## src/rtl/dl_reg_en_arst.sv

```systemverilog
`default_nettype none
// ============================================================================
// Module      : dl_reg_en_arst
// Description : Edge-triggered data register with load enable and
//               asynchronous active-high reset to a programmable constant.
//               NUM_STAGES > 1 builds an enable-gated delay line from
//               identical register stages that all share one enable.
// Revision    : 1.0 - initial release
// ============================================================================
module dl_reg_en_arst #(
    parameter int          NUM_BITS   = 32,
    parameter logic [31:0] RST_VAL    = 32'hdeadbeef,
    parameter int          NUM_STAGES = 1
) (
    input  logic                clk,
    input  logic                rst,
    input  logic                en,
    input  logic [NUM_BITS-1:0] d,
    output logic [NUM_BITS-1:0] q
);

    // Reset constant fitted to the data width: the cast truncates when the
    // register is narrower than 32 bits and zero-extends when it is wider.
    localparam logic [NUM_BITS-1:0] C_RST_VAL = NUM_BITS'(RST_VAL);

    // One register per stage. Each stage keeps its own flop so that every
    // element has exactly one driver; stage 0 takes d, later stages take the
    // previous stage's flop output, so a single enabled edge advances the
    // whole chain by one position.
    for (genvar gi = 0; gi < NUM_STAGES; gi++) begin : g_stage
        logic [NUM_BITS-1:0] stage_d;
        logic [NUM_BITS-1:0] stage_q;

        if (gi == 0) begin : g_head
            assign stage_d = d;
        end else begin : g_tail
            assign stage_d = g_stage[gi-1].stage_q;
        end

        // Async reset wins over enable and over a coincident clock edge;
        // with en low the stage simply holds.
        always_ff @(posedge clk or posedge rst) begin
            if (rst) begin
                stage_q <= C_RST_VAL;
            end else if (en) begin
                stage_q <= stage_d;
            end
        end
    end

    // Output comes straight from the last flop; no combinational path from
    // d or en reaches q.
    assign q = g_stage[NUM_STAGES-1].stage_q;

endmodule
`default_nettype wire

```

## config.mk

```make
export PLATFORM = sky130hd
export DESIGN_NAME = dl_reg_en_arst
export DESIGN_NICKNAME = d
export VERILOG_FILES = /design/src/rtl/dl_reg_en_arst.sv
export SDC_FILE = /design/constraint.sdc
export NUM_CORES = 1
export LEC_CHECK = 0
export ABC_CLOCK_PERIOD_IN_PS = 1120
export BUFFER_PORTS_ARGS = -buffer_cell sky130_fd_sc_hd__buf_2
export CORE_ASPECT_RATIO = 0.9
export CORE_MARGIN = 2
export CORE_UTILIZATION = 47
export CTS_BUF_LIST = sky130_fd_sc_hd__clkbuf_2
export DETAILED_ROUTE_END_ITERATION = 10
export PLACE_DENSITY = 0.81
export SLEW_MARGIN = 5
export SYNTH_ARGS = -nofsm -noshare
export SYNTH_HDL_FRONTEND = slang
export SYNTH_SLANG_ARGS = --single-unit
```

## constraint.sdc

```tcl
create_clock -name clk -period 1.12 [get_ports clk]
set_clock_uncertainty 0.1 [all_clocks]
set_input_delay 0.168 -clock clk [delete_from_list [all_inputs] [get_ports clk]]
set_output_delay 0.168 -clock clk [all_outputs]
set_load 0.01 [all_outputs]
```

==> reports/metrics.yaml <==
sta:
  rsz0062_at_grt: "true"
  setup_viol: 34
  fmax_mhz: 724.9
  max-slew-margin-rel_pct: 88.58
  hold_violations: 0
  drv_slew: 0
  worst_slack_ns: -0.2595
  fin_hold_ws_ns: 0.1833
  finalCritPeriodShare_pct: 123.2
  worst-slew-pin-transition_ns: 0.1712
  layout_min_cycle_time_ns: 1.379
final_layout:
  antenna_cells: 0
  drive_gt1_share_pct: 77.44
  instances_no_fill: 235
  finish.instance_area_mm2: 0.002424
  area_growth_syn_to_layout_pct: 75.77
  final_nets: 229
  largest_register_ffs: 32
yosys:
  syn_area_per_cell_um2: 19.98
  synth-compound-area-share_pct: 0
  syn_nets: 104
  synthArstFlopShare_pct: 100.0
  seq_area_frac_synth_pct: 60.25
  synth.most_common_cell: "mux2_4"
  syn_inst: 69
  synthTopCellsByArea: "dfstp_2 46%, mux2_4 33%, dfrtp_1 15%"
  yosys.area.top_type: "dfstp_2"
  synthAdderAreaFrac_pct: 0
  synth_top_area_share_pct: 45.74
  ys_ff_latch: 32
  ys_warn_count: 0
  synth_flop_cell: "dfstp_2"
  synth_top_family_by_area: "multiplexers"
  synth-edff-count: 0
  synth_common_cells: "30 x mux2_4, 24 x dfstp_2, 8 x dfrtp_1"
  muxShareOfSynthArea_pct: 34.30
  synth-xor-area-share_pct: 0
  ys_types: 7
  netlist_area_mm2: 0.001379
  synth-simple-area-share_pct: 0
worst_setup_path:
  worstSetupEndpointType: "output port"
  cp.arrival_ns: 1.11
  crit_required_ns: 0.85
  worst-path-buf-inv: 1
  startpoint_type: "flip-flop"
  crit_type: "flip-flop to output port"
  cp_max_fo: 2
  slowest_delay_ns: 0.61
  slowest_stage: "dfstp_2"
  crit_family: "flip-flops"
  path_cells: "buf_6"
placement:
  place_inst: 174
  numPortBuffers: 66
  placed_cell_area_mm2: 0.001748
  place.gp.congestion: 0.6532
  dpl.hpwl_mm: 1.902
clock_network:
  cts.htree.levels: 2
  clkTransAtPathRegs_ns: 0.17
  cts-root-buf: "clkbuf_2"
  clockBufferDepth: 2
  cts_tree: "done"
  numCtsBuffers: 5
  cts_sinks: 32
  insertion_delay_ns: 0.37
outcome:
  violations: "negative setup slack"
  status: "finished with violations"
floorplanning:
  pin_count: 67
  die_w_um: 61.10
  core-area_mm2: 0.002770
  rows: 18
  dieArea_mm2: 0.003384
  floorplan.initialDensity_pct: 49.77
  dieHeight_um: 55.39
routing:
  vias_per_cell: 4.532
  wire_per_inst_um: 17.03
  dr.pass1.iters: 4
  vias: 1065
  wirelength_mm: 4.003
  drt_iter0_drc: 40
  drc: 0
  ant_nets: 0
power:
  p_clk_share_pct: 19.2
  p_switching_uw: 759.3
  p_per_area_mw_per_mm2: 1163
  p_int_uw: 2059
  pwr-share-seq_pct: 50.8
  ir_drop_v: 0.0008734
  p_sw_share_pct: 26.94
  comb_power_share_pct: 30.0
  leakage_uw: 0.001209
job:
  max-cap-violations: 0
global_routing:
  track_usage_pct: 23.81
  grt_pass1_vias: 1189
  grt_pass1_wl_mm: 5.602
  grt-ovfl-total: 0
  grt_max_degree: 33
  antenna_found_initial: 0
worst_hold_path:
  min_path_type: "input port to flip-flop"
[worst min-delay path: cells and delay by family]
kind / cells / cell delay (ns)
muxes: 1 / 0.17
buffers and inverters: 2 / 0.32
[power by group through the flow]
stage / registers [uW] / logic [uW] / clock network [uW]
3_3_place_gp: 1410 / 507 / 0
5_1_grt: 1440 / 890 / 593
6_report: 1430 / 845 / 541
4_1_cts: 1420 / 769 / 535
3_5_place_dp: 1420 / 521 / 0
2_1_floorplan: 1470 / 257 / 0
[stage by stage]
stage | TNS (ns) | utilization (%) | setup slack (ns) | power, uW
after detailed placement | 0 | 63.10 | 0.07048 | 1940
after CTS | -5.579 | 84.78 | -0.2294 | 2726
after floorplan | 0 | - | 0.1848 | 1731
after global placement | 0 | 63.10 | 0.09834 | 1920
after global routing | -6.885 | 87.49 | -0.2894 | 2928
final | -5.548 | 87.49 | -0.2595 | 2818
[metal layers]
| metal | GRT usage [%] | routed length (um) | vias up |
|---|---|---|---|
| li1 | - | - | 484 |
| met1 | 22.00 | 1495 | 526 |
| met2 | 45.29 | 2223 | 44 |
| met3 | 5.152 | 159 | 11 |
| met4 | 12.42 | 125 | 0 |
| met5 | 0 | 0 | - |
[kinds of logic after synthesis]
family	Yosys count
flops	32
buf+inv	5
mux	32
[placed cells by master (no fill, tap or decap), drive strengths merged]
cell	count
dfstp	24
mux2	32
dlygate4sd3	33
dfrtp	8
clkinv	2
clkbuf	6
buf	89
inv	1
[worst paths after layout]
kind | start | endpoint | slack (ns) | depth (start not counted)
min in group asynchronous | rst | q[29] | 0.30 | 4
max | q[0] | q[0] | -0.26 | 1
min | en | q[30] | 0.18 | 3
max reg2reg | q[20] | q[20] | 0 | 3
min reg2reg | q[17] | q[17] | 0.45 | 1
max in group asynchronous | rst | q[3] | 0.35 | 4
[final cells by class]
| type | count | area (um^2) |
|---|---|---|
| timing repair buffer | 122 | 1028 |
| sequential | 32 | 830.8 |
| multi-input combinational | 32 | 473.0 |
| fill | 122 | 346.6 |
| tap | 40 | 50.05 |
| clock buffer | 6 | 30.03 |
| clock inverter | 2 | 7.507 |
| inverter | 1 | 3.754 |
[timing repair]
action	in CTS	in global routing
setup buffers	11	9
setup endpoints to repair	32	32
gates resized for setup	24	2
endpoints found under the hold margin	64	0
hold buffers	33	0
Note: power is estimated with default switching activity, not from simulation.
